--- config.mk ---
export PLATFORM = sky130hd
export DESIGN_NAME = mips_pipe_ctrl
export DESIGN_NICKNAME = d
export VERILOG_FILES = /design/src/rtl/mips_pipe_ctrl.sv
export SDC_FILE = /design/constraint.sdc
export NUM_CORES = 1
export LEC_CHECK = 0
export ABC_AREA = 1
export BUFFER_PORTS_ARGS = -buffer_cell sky130_fd_sc_hd__buf_2
export CORE_AREA = 2 2 129 144
export DETAILED_ROUTE_END_ITERATION = 10
export DIE_AREA = 0 0 131 146
export GPL_TIMING_DRIVEN = 0
export PLACE_DENSITY = 0.66
export SYNTH_ARGS = -nofsm -noshare
export SYNTH_HDL_FRONTEND = slang
export SYNTH_SLANG_ARGS = --single-unit
--- constraint.sdc ---
create_clock -name clk -period 2.08 [get_ports clk]
set_input_delay 0 -clock clk [delete_from_list [all_inputs] [get_ports clk]]
set_output_delay 0 -clock clk [all_outputs]
set_load 0.005 [all_outputs]
--- src/rtl/mips_pipe_ctrl.sv ---
// rtl/mips_pipe_ctrl.sv - stall/flush/forwarding control for a parametrised MIPS pipeline
module mips_pipe_ctrl #(
    parameter int STAGES   = 5,
    parameter int BR_STAGE = 3,
    parameter int RA_W     = 5,
    parameter int CNT_W    = 32,
    parameter int FWD_W    = 3
) (
    input  logic              clk,
    input  logic              reset,
    input  logic              id_valid,
    input  logic [RA_W-1:0]   id_rs,
    input  logic [RA_W-1:0]   id_rt,
    input  logic              id_use_rs,
    input  logic              id_use_rt,
    input  logic [RA_W-1:0]   id_rd,
    input  logic              id_regwrite,
    input  logic              id_memread,
    input  logic              br_taken,
    output logic              pc_en,
    output logic              ifid_en,
    output logic [STAGES-1:0] stage_flush,
    output logic              ex_bubble,
    output logic [FWD_W-1:0]  fwd_a_sel,
    output logic [FWD_W-1:0]  fwd_b_sel,
    output logic              wb_valid,
    output logic [CNT_W-1:0]  cnt_retired,
    output logic [CNT_W-1:0]  cnt_stall,
    output logic [CNT_W-1:0]  cnt_flush
);

    // Per-stage tracking for EX (2) through WB (STAGES-1)
    logic [STAGES-1:2] v;
    logic [STAGES-1:2] rw;
    logic [STAGES-1:2] mr;
    logic [RA_W-1:0]   rd [2:STAGES-1];

    // Source operands of the instruction currently in EX
    logic [RA_W-1:0] ex_rs;
    logic [RA_W-1:0] ex_rt;
    logic            ex_use_rs;
    logic            ex_use_rt;

    logic hazard;
    logic br;
    logic stall;
    logic ex_load;

    // Load in EX whose result is needed by the instruction in ID
    always_comb begin
        hazard = id_valid & v[2] & mr[2] & (rd[2] != '0) &
                 ((id_use_rs & (id_rs == rd[2])) | (id_use_rt & (id_rt == rd[2])));
    end

    assign br        = br_taken & v[BR_STAGE];
    assign stall     = hazard & ~br;
    assign ex_load   = id_valid & ~stall & ~br;
    assign pc_en     = ~stall;
    assign ifid_en   = ~stall;
    assign ex_bubble = stall;
    assign wb_valid  = v[STAGES-1];

    // A taken branch kills everything younger than itself, IF/ID up to its own stage
    always_comb begin
        stage_flush = '0;
        for (int k = 1; k <= BR_STAGE; k++) begin
            stage_flush[k] = br;
        end
    end

    // Nearest older writer wins: scan from the oldest stage so the youngest overwrites
    always_comb begin
        fwd_a_sel = '0;
        fwd_b_sel = '0;
        for (int k = STAGES - 1; k >= 3; k--) begin
            if (v[k] && rw[k] && (rd[k] == ex_rs) && (ex_rs != '0) && ex_use_rs) begin
                fwd_a_sel = FWD_W'(k - 2);
            end
            if (v[k] && rw[k] && (rd[k] == ex_rt) && (ex_rt != '0) && ex_use_rt) begin
                fwd_b_sel = FWD_W'(k - 2);
            end
        end
    end

    // Stage state advance; bubbles and flushed slots carry all-zero fields
    always_ff @(posedge clk) begin
        if (reset) begin
            v         <= '0;
            rw        <= '0;
            mr        <= '0;
            ex_rs     <= '0;
            ex_rt     <= '0;
            ex_use_rs <= 1'b0;
            ex_use_rt <= 1'b0;
            for (int k = 2; k < STAGES; k++) begin
                rd[k] <= '0;
            end
        end else begin
            v[2]      <= ex_load;
            rw[2]     <= ex_load & id_regwrite;
            mr[2]     <= ex_load & id_memread;
            rd[2]     <= ex_load ? id_rd : '0;
            ex_rs     <= ex_load ? id_rs : '0;
            ex_rt     <= ex_load ? id_rt : '0;
            ex_use_rs <= ex_load & id_use_rs;
            ex_use_rt <= ex_load & id_use_rt;
            for (int k = 3; k < STAGES; k++) begin
                if (br && (k <= BR_STAGE)) begin
                    v[k]  <= 1'b0;
                    rw[k] <= 1'b0;
                    mr[k] <= 1'b0;
                    rd[k] <= '0;
                end else begin
                    v[k]  <= v[k-1];
                    rw[k] <= rw[k-1];
                    mr[k] <= mr[k-1];
                    rd[k] <= rd[k-1];
                end
            end
        end
    end

    // Saturating event counters
    always_ff @(posedge clk) begin
        if (reset) begin
            cnt_retired <= '0;
            cnt_stall   <= '0;
            cnt_flush   <= '0;
        end else begin
            if (wb_valid && (cnt_retired != '1)) cnt_retired <= cnt_retired + 1'b1;
            if (stall && (cnt_stall != '1))      cnt_stall   <= cnt_stall + 1'b1;
            if (br && (cnt_flush != '1))         cnt_flush   <= cnt_flush + 1'b1;
        end
    end

endmodule
==> results of run 1 <==
## where the power goes
group	leakage, nW	switching (mW)	internal (mW)
logic	2.60	0.152	0.107
registers	1.06	0.0285	2.54
clock network	0.280	1.14	1.95
total	3.94	1.33	4.59
## through the flow
step                      cell area [um^2]  hold WS [ns]  worst slack, ns  utilization  total power [mW]
after floorplan                       7883        0.1122           0.2848            -             2.765
after global placement                8826        0.2103          -0.1388       0.5030             2.848
after detailed placement              8826        0.2182          -0.1291       0.5030             2.850
after CTS                             9633      0.007727          0.02221       0.5489             5.957
after global routing                  9671       0.03584         -0.05558       0.5511             6.114
final                                 9671     -0.002439          0.08513       0.5511             5.915
## layout make-up
class,count,area (um^2)
Clock buffer,23,467.9
Inverter,102,382.9
Timing Repair Buffer,148,835.8
Fill cell,1765,7878
Tap cell,238,297.8
Clock inverter,9,131.4
Buffer,41,281.5
Multi-Input combinational cell,968,4617
Sequential cell,130,2656
## what timing repair did
| item | 4_1_cts | 5_1_grt |
|---|---|---|
| hold endpoints to repair | 19 | 0 |
| setup buffers | 0 | 0 |
| pin swaps | 0 | 0 |
| endpoints found under the setup margin | 60 | 62 |
| hold buffers | 19 | 0 |
| gates resized for setup | 5 | 15 |
## cell usage in the layout, fill, tap and decap left out, types with 3 or more instances in the layout
cell type and n:
a21oi_1 68, a21oi_2 19, buf_2 134, buf_4 12, buf_6 6, bufinv_16 3, clkbuf_1 15, clkbuf_16 17
clkbuf_2 3, clkbuf_4 3, clkinvlp_4 4, conb_1 9, dfxtp_1 122, dfxtp_2 3, dlygate4sd3_1 19, edfxtp_1 5
inv_1 93, inv_2 8, nand2_1 435, nand2_2 18, nand3_1 61, nand3b_1 22, nand4_1 14, nor2_1 197
nor2_4 5, nor3_1 22, nor3_2 4, o21ai_0 14, xnor2_1 19, xor2_1 38
## kinds of logic (layout without fill, tap and decap cells)
| family | Yosys count | after routing |
|---|---|---|
| other | 2 | 9 |
| xor gates and xnor gates | 57 | 57 |
| DFF | 130 | 130 |
| adders and majority gates | 3 | 3 |
| and+or+nand+nor | 791 | 791 |
| buffers and inverters | 143 | 323 |
| AOI/OAI and AO/OA | 108 | 108 |
## metal layers
metal	global-route usage	vias up
li1	-	4229
met1	0.3139	3697
met2	0.3883	218
met3	0.03971	38
met4	0.07979	0
met5	0	-
## worst paths after layout
check,slack [ns],start,end,cells after the start
setup reg to reg,0.11,cnt_stall[0]$_SDFFE_PP0P_,cnt_stall[16]$_SDFFE_PP0P_,10
setup / recovery,0.09,rd[2][0]$_SDFF_PP0_,pc_en,7
hold / removal,-0.002,reset,cnt_retired[0]$_SDFFE_PP0P_,4
hold reg to reg,0.42,rw[2]$_SDFF_PP0_,rw[3]$_SDFF_PN0_,2
## critical path, cell delays in order (launching register included)
cell,delay (ns)
dfxtp_1,0.35
nor2_1,0.13
nand4_1,0.13
nand3_1,0.18
clkinv_1,0.32
nand2_1,0.25
buf_4,0.13
buf_2,0.09
## state kept, by name, indices dropped and copies added (netlist names)
register,cells
cnt_flush,32
cnt_retired,32
cnt_stall,32
ex_rs,5
ex_rt,5
ex_use_rs,1
ex_use_rt,1
mr,1
rd,15
rw,3
v,3
==> impl_metrics.json, run 1 <==
{
  "ys_ff_latch": 130,
  "diodes": 0,
  "hold_viol": 1,
  "overflow": 0,
  "synthMuxAreaShare": 0,
  "synth.most_common_cell": "nand2_1",
  "finalMaxSlewViolations": 0,
  "cts_tree": "built",
  "fp-row-count": 51,
  "vias": 8182,
  "hpwl_um": 16830,
  "syn_avg_cell_area_um2": 6.367,
  "syn2layout_area_growth_pct": 23.09,
  "finalWirelength_um": 22250,
  "crit_arrival_ns": 1.99,
  "clockBufferDepth": 2,
  "critical_path_class": "reg -> out",
  "synthSimpleGateAreaFrac": 0.4289,
  "relSlewSlack": 0.4589,
  "peakVddDrop_v": 0.0005393,
  "wl_met3_um": 1072,
  "place_inst": 1608,
  "synth-compound-area-share": 0.08106,
  "yosys.area_share.adder": 0.004778,
  "numPortBuffers": 129,
  "h-tree-depth": 4,
  "drive_above_1_share": 0.1802,
  "clock_latency_ns": 0.43,
  "via_per_inst": 4.932,
  "yosys_warnings": 0,
  "violations": "hold timing",
  "fmax_ghz": 0.5013,
  "p_leak_nw": 3.942,
  "status": "complete, but fails checks",
  "grt_usage": 0.2370,
  "initialDrtViolationCount": 459,
  "grt_pass1_wl_um": 36380,
  "holdWs_ns": -0.002439,
  "holdCritPathClass": "in -> reg",
  "fin_cells": 1659,
  "synth.yosys.seq_area_share": 0.3376,
  "cts_sinks": 130,
  "core_area_um2": 17550,
  "drc_errors": 0,
  "synth_top_area_cell": "dfxtp_1",
  "die_area_um2": 19130,
  "synth_top_area_frac": 0.3185,
  "fin_crit_ns": 1.995,
  "cts_buffers": 17,
  "clkTransAtPathRegs_ns": 0.06,
  "rsz0062_at_grt": "yes",
  "wl_met2_um": 10580,
  "ios": 134,
  "setup_tns_ns": 0,
  "path_max_fanout": 10,
  "post-route-period-util": 0.9591,
  "finalNetCount": 1434,
  "required_ns": 2.08,
  "ys.flop_type": "dfxtp_1",
  "clock_tree.root_cell": "clkbuf_16",
  "end_kind": "output port",
  "synthArstFlopShare": 0,
  "antenna_found_initial": 0,
  "met1_length_um": 10090,
  "power_density_nw_per_um2": 611.7,
  "die_w_um": 131,
  "start_util": 0.4477,
  "synth_cell_type_count": 38,
  "synth_common_cells": "436 x nand2_1, 197 x nor2_1, 125 x dfxtp_1",
  "avgRoutedWirePerCell_um": 13.41,
  "clock_skew_ns": 0.008932,
  "synth-edff-count": 5,
  "gp_congestion": 0.9030,
  "synth_xor_area_frac": 0.06355,
  "netlist_area_um2": 7856,
  "worst_slew_pin_slew_ns": 0.8116,
  "maxUsedRoutingLayer": "met4",
  "grt_max_degree": 17,
  "drtAntennaViolNets": 0,
  "maxCapViolations": 0,
  "netlist_instances": 1234,
  "synthTopCellsByArea": "dfxtp_1 32%, nand2_1 21%, nor2_1 9.4%",
  "synth_top_family_by_area": "simple AND/OR/NAND/NOR gates",
  "grt_pass1_vias": 7496,
  "cp-start-kind": "flip-flop",
  "first_pass_iters": 5,
  "finalSetupViolations": 0,
  "die_h_um": 146
}
Power figures use the tool's default switching activity.
==> run 2: changes to the inputs <==
- CELL_PAD_IN_SITES_DETAIL_PLACEMENT: default -> 1
- CELL_PAD_IN_SITES_GLOBAL_PLACEMENT: default -> 2
- CORE_AREA: 2 2 129 144 -> 2 2 158 175
- DIE_AREA: 0 0 131 146 -> 0 0 160 177
- PLACE_DENSITY: 0.66 -> default
- PLACE_DENSITY_LB_ADDON: default -> 0.1
==> impl_metrics.json, run 2 (synthesized netlist as in run 1, its figures left out) <==
{
  "max_stage_delay_ns": 0.40,
  "fin_area_um2": 9902,
  "antenna_found_initial": 0,
  "p_leak_nw": 3.981,
  "reg_top3": "cnt_flush (32), cnt_retired (32), cnt_stall (32)",
  "finalNetCount": 1440,
  "clock_latency_ns": 0.43,
  "core_area_um2": 26640,
  "grt_pass1_vias": 8485,
  "end_kind": "flip-flop",
  "hold_viol": 0,
  "cts_sinks": 130,
  "grt_pass1_wl_um": 44810,
  "drive_above_1_share": 0.1983,
  "gp_congestion": 0.8155,
  "mostFrequentLayoutCells": "434 x nand2_1, 196 x nor2_1, 135 x buf_2",
  "setup_tns_ns": 0,
  "crit_slowest_cell": "dfxtp_4",
  "holdWs_ns": 0.02522,
  "finalMaxSlewViolations": 0,
  "overflow": 0,
  "crit_arrival_ns": 2.22,
  "hpwl_um": 21460,
  "worst_slew_pin_slew_ns": 0.7691,
  "grt_max_degree": 17,
  "die_area_um2": 28320,
  "relSlewSlack": 0.4872,
  "drc_errors": 0,
  "cp-start-kind": "flip-flop",
  "path_max_fanout": 10,
  "clock_skew_ns": 0.009428,
  "numPortBuffers": 129,
  "cts_tree": "built",
  "status": "finished, final reports clean",
  "vias": 8259,
  "worst_slack_ns": 0.1477,
  "avgRoutedWirePerCell_um": 15.43,
  "power_density_nw_per_um2": 585.2,
  "syn2layout_area_growth_pct": 26.04,
  "clock_tree.root_cell": "clkbuf_16",
  "final_common_cell": "nand2_1",
  "dp_slack_ns": -0.2915,
  "initialDrtViolationCount": 307,
  "placed_area_um2": 8975,
  "clkTransAtPathRegs_ns": 0.07,
  "die_w_um": 160,
  "maxCapViolations": 0,
  "finalSetupViolations": 0,
  "finalWirelength_um": 27520,
  "via_per_inst": 4.629,
  "peakVddDrop_v": 0.0003690,
  "fmax_ghz": 0.5175,
  "clockBufferDepth": 2,
  "grt_usage": 0.2010,
  "required_ns": 2.37,
  "ios": 134,
  "fin_crit_ns": 1.932,
  "cts_buffers": 17,
  "post-route-period-util": 0.9290,
  "diodes": 0,
  "path_buf_inv": 4,
  "start_util": 0.2949,
  "cp_top_family": "simple AND/OR/NAND/NOR gates",
  "first_pass_iters": 4,
  "die_h_um": 177,
  "fp-row-count": 63,
  "h-tree-depth": 4,
  "drtAntennaViolNets": 0,
  "holdCritPathClass": "in -> reg",
  "critical_path_class": "reg -> reg",
  "cp_cell_sequence": "ha_4 > inv_2 > nor2_4 > nand2_2 > nor2_4 > nand2_1 > nand2_2 > inv_2 > buf_6 > buf_6 > nand2_1 > a21oi_1",
  "fin_util": 0.3717
}
run 2: cell types whose count changed in the layout (fill, tap and decap cells not counted), sizes merged:
cell	change
clkbuf	-8
buf	+7
clkinv	+4
inv	+3
bufinv	-2
clkinvlp	+1
dlygate4sd3	+1
run 2: per-layer routing:
metal	wire length, um	track usage	up-vias	part of all wire
li1	-	-	4240	-
met1	12870	0.2510	3881	0.47
met2	13560	0.3595	112	0.49
met3	720	0.03327	26	0.026
met4	370	0.05255	0	0.013
met5	0	0	-	0
run 2: worst paths after layout:
check	to	slack, ns	startpoint	cells after the start
min reg2reg	rw[3]$_SDFF_PN0_	0.43	rw[2]$_SDFF_PP0_	2
max	cnt_flush[13]$_SDFFE_PP0P_	0.15	cnt_flush[0]$_SDFFE_PP0P_	12
min	v[2]$_SDFF_PP0_	0.03	id_valid	4
max reg2reg	cnt_flush[13]$_SDFFE_PP0P_	0.15	cnt_flush[0]$_SDFFE_PP0P_	12
run 2: final cells by class:
| cell class | instances | area (um^2) |
|---|---|---|
| fill | 3582 | 16740 |
| multi-input combinational | 968 | 4668 |
| sequential | 130 | 2673 |
| timing repair buffer | 154 | 883.3 |
| tap | 357 | 446.7 |
| clock buffer | 17 | 425.4 |
| inverter | 102 | 386.6 |
| buffer | 41 | 284.0 |
| clock inverter | 15 | 135.1 |
run 2: per-stage QoR:
step / power, mW / std cells
CTS: 5.883 / 1780
global route: 6.036 / 1784
detailed placement: 2.863 / 1727
finish: 5.794 / 1784
global placement: 2.861 / 1727
floorplan: 2.765 / 1241
run 2: worst min-delay path, stage by stage:
cell	delay, ns
buf_2	0.09
nand4_1	0.09
buf_2	0.19
inv_1	0.06
run 2: what timing repair did:
item / 4_1_cts / 5_1_grt
buffers inserted: 1 / 4
hold buffers: 20 / 0
resized for setup: 13 / 31
endpoints found under the setup margin: 63 / 89
pin swaps: 1 / 3
hold endpoints to repair: 20 / 0
run 2: power by group:
part           switching [mW]  internal (mW)  leakage (nW)
combinational           0.159          0.110          2.64
clock                    1.30           1.66         0.268
sequential             0.0312           2.53          1.07
total                    1.49           4.30          3.98
